$ cat config.mk
export PLATFORM = sky130hd
export DESIGN_NAME = vga_tile_scanner
export DESIGN_NICKNAME = d
export VERILOG_FILES = /design/src/rtl/vga_tile_scanner.sv
export SDC_FILE = /design/constraint.sdc
export NUM_CORES = 1
export LEC_CHECK = 0
export ABC_AREA = 1
export CORE_ASPECT_RATIO = 0.6
export CORE_MARGIN = 2
export CORE_UTILIZATION = 46
export DETAILED_ROUTE_END_ITERATION = 10
export GPL_TIMING_DRIVEN = 1
export PLACE_DENSITY = 0.7
export SLEW_MARGIN = 5
export SYNTH_ARGS = -nofsm -noshare
export SYNTH_HDL_FRONTEND = slang
export SYNTH_SLANG_ARGS = --single-unit
$ cat constraint.sdc
create_clock -name i_clk -period 1.2 [get_ports i_clk]
set_input_delay 0.24 -clock i_clk [delete_from_list [all_inputs] [get_ports i_clk]]
set_output_delay 0.24 -clock i_clk [all_outputs]
set_load 0.1 [all_outputs]
$ cat src/rtl/vga_tile_scanner.sv
// vga_tile_scanner: 640x480 raster scanner that publishes the current 16x16
// tile coordinate, takes back a draw flag and drives aligned sync + 9-bit RGB.
module vga_tile_scanner #(
  parameter int          H_ACTIVE     = 640,
  parameter int          H_FP         = 16,
  parameter int          H_SYNC       = 96,
  parameter int          H_BP         = 48,
  parameter int          V_ACTIVE     = 480,
  parameter int          V_FP         = 10,
  parameter int          V_SYNC       = 2,
  parameter int          V_BP         = 33,
  parameter int          TILE_SHIFT   = 4,
  parameter int          DRAW_LATENCY = 1,
  parameter logic [8:0]  FG_RGB       = 9'h1FF,
  parameter logic [8:0]  BG_RGB       = 9'h000
) (
  input  logic       i_clk,
  input  logic       i_rst_n,
  input  logic       i_draw,
  output logic [5:0] o_col,
  output logic [5:0] o_row,
  output logic       o_frame_start,
  output logic       o_hsync,
  output logic       o_vsync,
  output logic [2:0] o_red,
  output logic [2:0] o_grn,
  output logic [2:0] o_blu
);

  localparam int H_TOTAL = H_ACTIVE + H_FP + H_SYNC + H_BP;
  localparam int V_TOTAL = V_ACTIVE + V_FP + V_SYNC + V_BP;

  localparam logic [9:0] H_ACT_C  = 10'(H_ACTIVE);
  localparam logic [9:0] H_SS_C   = 10'(H_ACTIVE + H_FP);
  localparam logic [9:0] H_SE_C   = 10'(H_ACTIVE + H_FP + H_SYNC);
  localparam logic [9:0] H_LAST_C = 10'(H_TOTAL - 1);
  localparam logic [9:0] V_ACT_C  = 10'(V_ACTIVE);
  localparam logic [9:0] V_SS_C   = 10'(V_ACTIVE + V_FP);
  localparam logic [9:0] V_SE_C   = 10'(V_ACTIVE + V_FP + V_SYNC);
  localparam logic [9:0] V_LAST_C = 10'(V_TOTAL - 1);

  logic [9:0] h_cnt_q, h_cnt_d;
  logic [9:0] v_cnt_q, v_cnt_d;

  // Raster counters: h wraps each line, v advances on the h wrap.
  always_comb begin
    h_cnt_d = h_cnt_q + 10'd1;
    v_cnt_d = v_cnt_q;
    if (h_cnt_q == H_LAST_C) begin
      h_cnt_d = 10'd0;
      v_cnt_d = (v_cnt_q == V_LAST_C) ? 10'd0 : v_cnt_q + 10'd1;
    end
  end

  // Counter state register.
  always_ff @(posedge i_clk) begin
    if (!i_rst_n) begin
      h_cnt_q <= 10'd0;
      v_cnt_q <= 10'd0;
    end else begin
      h_cnt_q <= h_cnt_d;
      v_cnt_q <= v_cnt_d;
    end
  end

  logic active_s0, hs_s0, vs_s0;

  // Stage-0 decode straight off the counter registers, so tile outputs
  // always describe the pixel the counters currently point at.
  always_comb begin
    active_s0 = (h_cnt_q < H_ACT_C) && (v_cnt_q < V_ACT_C);
    hs_s0     = !((h_cnt_q >= H_SS_C) && (h_cnt_q < H_SE_C));
    vs_s0     = !((v_cnt_q >= V_SS_C) && (v_cnt_q < V_SE_C));
  end

  // 6'h3F in blanking keeps objects parked at the grid edge from matching.
  assign o_col = (h_cnt_q < H_ACT_C) ? 6'(h_cnt_q >> TILE_SHIFT) : 6'h3F;
  assign o_row = (v_cnt_q < V_ACT_C) ? 6'(v_cnt_q >> TILE_SHIFT) : 6'h3F;
  assign o_frame_start = (h_cnt_q == 10'd0) && (v_cnt_q == V_ACT_C);

  // Delay line matching the game logic's draw latency; syncs idle high.
  logic [DRAW_LATENCY-1:0] act_q, act_d;
  logic [DRAW_LATENCY-1:0] hs_q,  hs_d;
  logic [DRAW_LATENCY-1:0] vs_q,  vs_d;

  genvar gi;
  generate
    for (gi = 0; gi < DRAW_LATENCY; gi++) begin : g_stage
      if (gi == 0) begin : g_first
        assign act_d[gi] = active_s0;
        assign hs_d[gi]  = hs_s0;
        assign vs_d[gi]  = vs_s0;
      end else begin : g_next
        assign act_d[gi] = act_q[gi-1];
        assign hs_d[gi]  = hs_q[gi-1];
        assign vs_d[gi]  = vs_q[gi-1];
      end
    end
  endgenerate

  // Alignment shift register state.
  always_ff @(posedge i_clk) begin
    if (!i_rst_n) begin
      act_q <= '0;
      hs_q  <= '1;
      vs_q  <= '1;
    end else begin
      act_q <= act_d;
      hs_q  <= hs_d;
      vs_q  <= vs_d;
    end
  end

  logic [8:0] rgb_q, rgb_d;
  logic       hsync_q, vsync_q;

  // Draw flag only matters inside the visible area; blanking is forced black.
  always_comb begin
    rgb_d = 9'h000;
    if (act_q[DRAW_LATENCY-1]) begin
      rgb_d = i_draw ? FG_RGB : BG_RGB;
    end
  end

  // Pin register: colour and syncs leave together.
  always_ff @(posedge i_clk) begin
    if (!i_rst_n) begin
      rgb_q   <= 9'h000;
      hsync_q <= 1'b1;
      vsync_q <= 1'b1;
    end else begin
      rgb_q   <= rgb_d;
      hsync_q <= hs_q[DRAW_LATENCY-1];
      vsync_q <= vs_q[DRAW_LATENCY-1];
    end
  end

  assign o_hsync = hsync_q;
  assign o_vsync = vsync_q;
  assign o_red   = rgb_q[8:6];
  assign o_grn   = rgb_q[5:3];
  assign o_blu   = rgb_q[2:0];

endmodule

==> results of run 1 <==
## synthesized netlist by cell type, types with 2 or more instances
library cell               n
sky130_fd_sc_hd__or2_2     2
sky130_fd_sc_hd__nor4_1    2
sky130_fd_sc_hd__nor2_2    5
sky130_fd_sc_hd__o21ai_1   4
sky130_fd_sc_hd__nand2_1  57
sky130_fd_sc_hd__a21oi_1   3
sky130_fd_sc_hd__nor3_1    2
sky130_fd_sc_hd__inv_1    21
sky130_fd_sc_hd__ha_1      5
sky130_fd_sc_hd__nand3_1  12
sky130_fd_sc_hd__nand2_4   3
sky130_fd_sc_hd__nand4_1   7
sky130_fd_sc_hd__nor2_4    2
sky130_fd_sc_hd__buf_6     2
sky130_fd_sc_hd__buf_4     8
sky130_fd_sc_hd__dfxtp_1  26
sky130_fd_sc_hd__inv_2     6
sky130_fd_sc_hd__xor2_1    4
sky130_fd_sc_hd__nor2_1   31
## per-stage QoR
step | cells | util, %
2_1_floorplan | 211 | -
3_3_place_gp | 317 | 85.69
3_5_place_dp | 317 | 85.69
## cell families after synthesis
kind of cell / count (synthesis) / synth area share (%)
buffers and inverters: 39 / 13.05
xor gates and xnor gates: 4 / 2.389
AOI/OAI and AO/OA: 10 / 4.437
and+or+nand+nor: 127 / 40.36
DFF: 26 / 35.49
adders and majority gates: 5 / 4.266
==> results.txt, run 1 <==
- The run stopped with a tool error.
* Synthesized area per cell: ~6.9 um^2
* Post-synthesis cell type count: 28
* Clock buffer depth: 2
- Routability-driven placement finished with a final weighted congestion of 0.8962.
- Prior to clock tree synthesis, the placed netlist has a worst setup slack of -0.2229 ns.
* Last stage the flow got to: clock tree synthesis (4_1_cts)
- Floorplan die height: ~48 um
- In this run the number of H-tree levels came out at 1.
* Synth warnings: 0
- Once the clock tree was built, the resizer swapped 45 gates to a different size.
* Total setup buffers inserted after CTS: 13
* Boundary Pins: 27
- Port buffering added 26 buffers.
- The number of clock buffers added by TritonCTS is 3.
* Clock sinks: 26
* Yosys top cell area share: a little over a third
- Ys flop type: sky130_fd_sc_hd__dfxtp_1
* Count of flip-flops with a built-in enable after synthesis: 0
- Total placed instance area: about 0.0025 mm^2
- Effective utilization at floorplan: roughly half
- Site Rows: 15
* Run-stopping error: [ERROR DPL-0033] detailed placement checks failed during check placement.
- Counting flops with an async set or reset pin after synthesis yields a share of 0%.
- Synthesized instance count: approximately 210
- The tree is rooted in a sky130_fd_sc_hd__clkbuf_8.
* Area contributors post-synth: sky130_fd_sc_hd__dfxtp_1 35%, sky130_fd_sc_hd__nand2_1 15%, sky130_fd_sc_hd__nor2_1 7.9%, sky130_fd_sc_hd__inv_1 5.4%, sky130_fd_sc_hd__ha_1 4.3%
- Die width: 76.89 um
- The share of the Yosys chip area taken by registers is between 30% and 40%.
- Counting every net in the synthesized netlist gives between 200 and 250.
- Summing every instance area after synthesis gives between 0.001 and 0.0015 mm^2.
- Library cell occupying the most area in the post-synthesis netlist: sky130_fd_sc_hd__dfxtp_1
- Seq cells post-synth: 26
- The number of hold buffers added after CTS was 0.
- Sum of net half-perimeters after detailed placement: 3.685 mm
==> run 2, diff against run 1 <==
Settings changed: CORE_ASPECT_RATIO 0.6 to unset, CORE_UTILIZATION 46 to 40, PLACE_DENSITY 0.7 to unset, PLACE_DENSITY_LB_ADDON set to 0.15.
Clock period 1.2 ns to 1.55 ns, I/O delays scaled along.
==> run 2 against run 1 <==
Against the previous run: the flow now finishes, with violations (setup timing); synthesized cell count unchanged; area after synthesis did not move.
==> results.txt, run 2 <==
* Number of buffers and inverters on the critical path: 1
- Via count of the first global-routing pass: about 1400
- The hold violation total from the final report was 0.
- Hold/Removal Path Class: flip-flop to flip-flop
* Outcome: complete, but fails checks
* Clock buffer depth: 2 (unchanged)
* Clock tree root buffer cell: sky130_fd_sc_hd__clkbuf_4
- Slack of the worst reg-to-reg path: 0.11 ns
- Setup repair after global routing could not meet its margin everywhere.
* Die width: 64.55 um (-16%)
- Max-slew headroom at the worst pin: between 70% and 80%
- VDD sags by at most roughly 0.32 mV.
- The total overflow left after global routing is 0.
* Global routing usage summed across all routing layers: between 10% and 20%
* Library cell occupying the most area in the post-synthesis netlist: sky130_fd_sc_hd__dfxtp_1
- The total area inside the core boundary comes to between 0.003 and 0.004 mm^2.
* Type of element capturing the critical path: primary output
* Time the worst path needs with I/O delays and setup: 1.840 ns
- STA classifies the critical path startpoint as a flip-flop.
* Slowest cell on the critical path: sky130_fd_sc_hd__dfxtp_4
- Slowest cell delay on critical path: 0.40 ns
- Proportion of synthesized chip area in sequential cells: 35.49% (unchanged)
- The synthesized cell area is 0.001466 mm^2 (unchanged).
- Area contributors post-synth: sky130_fd_sc_hd__dfxtp_1 35%, sky130_fd_sc_hd__nand2_1 15%, sky130_fd_sc_hd__nor2_1 7.9%, sky130_fd_sc_hd__inv_1 5.4%, sky130_fd_sc_hd__ha_1 4.3%
- Worst slew pin tran: 0.3432 ns
- Count of non-filler cells in the finished layout: slightly above 300
- Crit path cell chain: nand4_1, nor4_4, buf_12
* Highest-count cells in the layout ignoring fill and taps: 44 x sky130_fd_sc_hd__nand2_1, 30 x sky130_fd_sc_hd__nor2_1, 26 x sky130_fd_sc_hd__buf_12
* Violations in the final reports: setup timing
- The fraction of synthesis flops using an asynchronous set or reset pin came to 0% (unchanged).
- The first routing iteration left 62 violations.
- H-tree levels: 1 (unchanged)
* Synthesis-to-layout area growth: 69.11%
- Initial antenna violation count: 0
- Worst Clk Skew: 0.001846 ns
* Final Max Slew Viols: 0
- List of most frequent post-synthesis cells: 57 x sky130_fd_sc_hd__nand2_1, 31 x sky130_fd_sc_hd__nor2_1, 26 x sky130_fd_sc_hd__dfxtp_1
* Maximum number of pins on one net before global-route repair: 16
- Fmax: 543.4 MHz
* Placed Cells: 288 (-9.1%)
- In this run the worst path has a maximum fanout of 6.
* Clock sinks: 26 (unchanged)
- Share of the clock period used by the worst path: 118.7%
- The gate count after technology mapping was 211 (unchanged).
* Final count of negative-setup-slack endpoints: 9
- Die footprint: 0.004166 mm^2
- Boundary Pins: 27 (unchanged)
* Most frequently used cell type in the post-synthesis netlist: sky130_fd_sc_hd__nand2_1
- The routed layout has approximately 1500 vias.
* Number of antenna diodes: 0
* Yosys top cell area share: 35.49% (unchanged)
- PortBufs: 26 (unchanged)
- At the worst endpoint, the arrival time is around 1.5 ns.
- Total CTS buffers: 3 (unchanged)
- Synthesized area per cell: 6.950 um^2 (unchanged)
- Of the cells placed in the final design, the portion with a size suffix greater than 1 is roughly 46%.
* Regs by FF count: h_cnt_q (10), v_cnt_q (10)
* Worst r2r src: h_cnt_q[0]$_SDFF_PP0_
* Clk_lat worst skew: 0.33 ns
- Using the TritonRoute via totals, the vias-per-cell ratio works out to roughly 4.8.
- The critical path crosses 3 cells after its start point.
* Ys flop type: sky130_fd_sc_hd__dfxtp_1
- Minimum setup slack in the final design: -0.2902 ns
- Class of the most critical setup path: flip-flop to primary output
- The placement row count is 21 (+6).
* Critical register-to-register path endpoint: v_cnt_q[6]$_SDFFE_PN0N_
- CP top delay family: simple AND/OR/NAND/NOR gates
* Source of the critical timing path: v_cnt_q[7]$_SDFFE_PN0N_
* CTS tree: yes
* Synth warnings: 0 (unchanged)
- Hold slack: between 0.4 and 0.5 ns
- Number of cells on the worst reg-to-reg path: 8
- Post-synthesis cell type count: 28 (unchanged)
- Final wirelength: ~3.8 mm
- Critical path capture point: o_frame_start
- For this design the ratio of total power to cell area is around 530 mW/mm^2.
* Synthesized Nets: 219 (unchanged)
* Worst Path Required: 1.24 ns
* Count of flip-flops with a built-in enable after synthesis: 0 (unchanged)
- The first global-routing pass estimated 6.417 mm of wire.
- Mean routed wirelength per cell: ~13 um
- Once detail routing completed, the nets flagged for antenna violations numbered 0.
- The net count of the finished layout is roughly 270.
* Most common library cell in the layout ignoring fill and taps: sky130_fd_sc_hd__nand2_1
- Residual DRC: 0
* Sum of net half-perimeters after detailed placement: 2.769 mm (-25%)
* Static Leak: ~1.1 nW
- Final design utilization: 72.60%
* Clock-pin slew on the worst setup and hold paths: around 0.14 ns
- Floorplan die height: 64.55 um (+35%)
* Drt pass-1 iters: 4
- Seq cells post-synth: 26 (unchanged)
- The initial core utilization is 42.93% (-6.8 points).
- Max_cap viols: 0
* Final GP Congestion: 0.8205 (-8.4%)
[run 2: cell counts after synthesis]
Identical to the previous run, type by type.
[run 2: power breakdown]
part           switching, mW  total (mW)  internal, mW  leakage [nW]
Clock                  0.214       0.476         0.262        0.0279
Sequential            0.0141       0.681         0.667         0.219
Combinational          0.104       0.167        0.0626         0.816
Total                  0.333        1.32         0.991          1.06
[run 2: metrics by stage]
| step | power (mW) | cell area (um^2) | TNS [ns] | worst slack [ns] |
|---|---|---|---|---|
| 2_1_floorplan | 0.8161 | 1607 | -1.473 | -0.4461 |
| 3_3_place_gp | 0.8705 | 2223 | 0 | 0.05774 |
| 3_5_place_dp | 0.8739 | 2223 | 0 | 0.01809 |
| 4_1_cts | 1.338 | 2395 | -1.561 | -0.3404 |
| 5_1_grt | 1.372 | 2480 | -2.309 | -0.3823 |
| 6_report | 1.324 | 2480 | -1.602 | -0.2902 |
[run 2: worst reg2reg max path: cells and delay by family, from the launching register on]
| family | cells | cell delay (ns) |
|---|---|---|
| flops | 1 | 0.39 |
| simple gates | 7 | 0.74 |
| fa+ha+maj | 1 | 0.22 |
[run 2: logic make-up (layout without fill, tap and decap cells)]
family | count (synthesis) | after routing | synth area share (%)
and+or+nand+nor | 127 | 127 | 40.36
buffers and inverters | 39 | 86 | 13.05
AOI/OAI and AO/OA | 10 | 10 | 4.437
adders and majority gates | 5 | 5 | 4.266
xor gates and xnor gates | 4 | 4 | 2.389
DFF | 26 | 26 | 35.49
[run 2: final cells by class]
| type | count | area, um^2 |
|---|---|---|
| well taps | 46 | 57.56 |
| multi-input cells | 146 | 948.4 |
| clock buffers | 3 | 22.52 |
| clock inverters | 1 | 30.03 |
| repair buffers | 54 | 750.7 |
| inverters | 28 | 116.4 |
| fillers | 254 | 935.9 |
| flip-flops and latches | 26 | 554.3 |
[run 2: worst min-delay path by stage]
stage / start / endpoint / slack, ns / cells after the start
final: hs_q$_SDFF_PN1_ / o_hsync$_SDFF_PN1_ / 0.44 / 1
after global routing: hs_q$_SDFF_PN1_ / o_hsync$_SDFF_PN1_ / 0.47 / 1
after CTS: hs_q$_SDFF_PN1_ / o_hsync$_SDFF_PN1_ / 0.44 / 1
after detailed placement: hs_q$_SDFF_PN1_ / o_hsync$_SDFF_PN1_ / 0.41 / 1
after global placement: hs_q$_SDFF_PN1_ / o_hsync$_SDFF_PN1_ / 0.40 / 1
after floorplan: hs_q$_SDFF_PN1_ / o_hsync$_SDFF_PN1_ / 0.39 / 1
[run 2: timing repair]
action                                  CTS  global route
setup buffers                             8             6
pin swaps                                 5             7
resized for setup                        23            15
hold buffers                              0             0
endpoints found under the setup margin   19            19
endpoints found under the hold margin     0             0
[run 2: metal layers]
layer  track usage, %  routed length (um)
met5                0                   0
met1            22.75                1622
met4            7.447                  76
met3            3.299                 136
met2            36.07                2009
No activity file was read; power rests on OpenSTA's default activity.
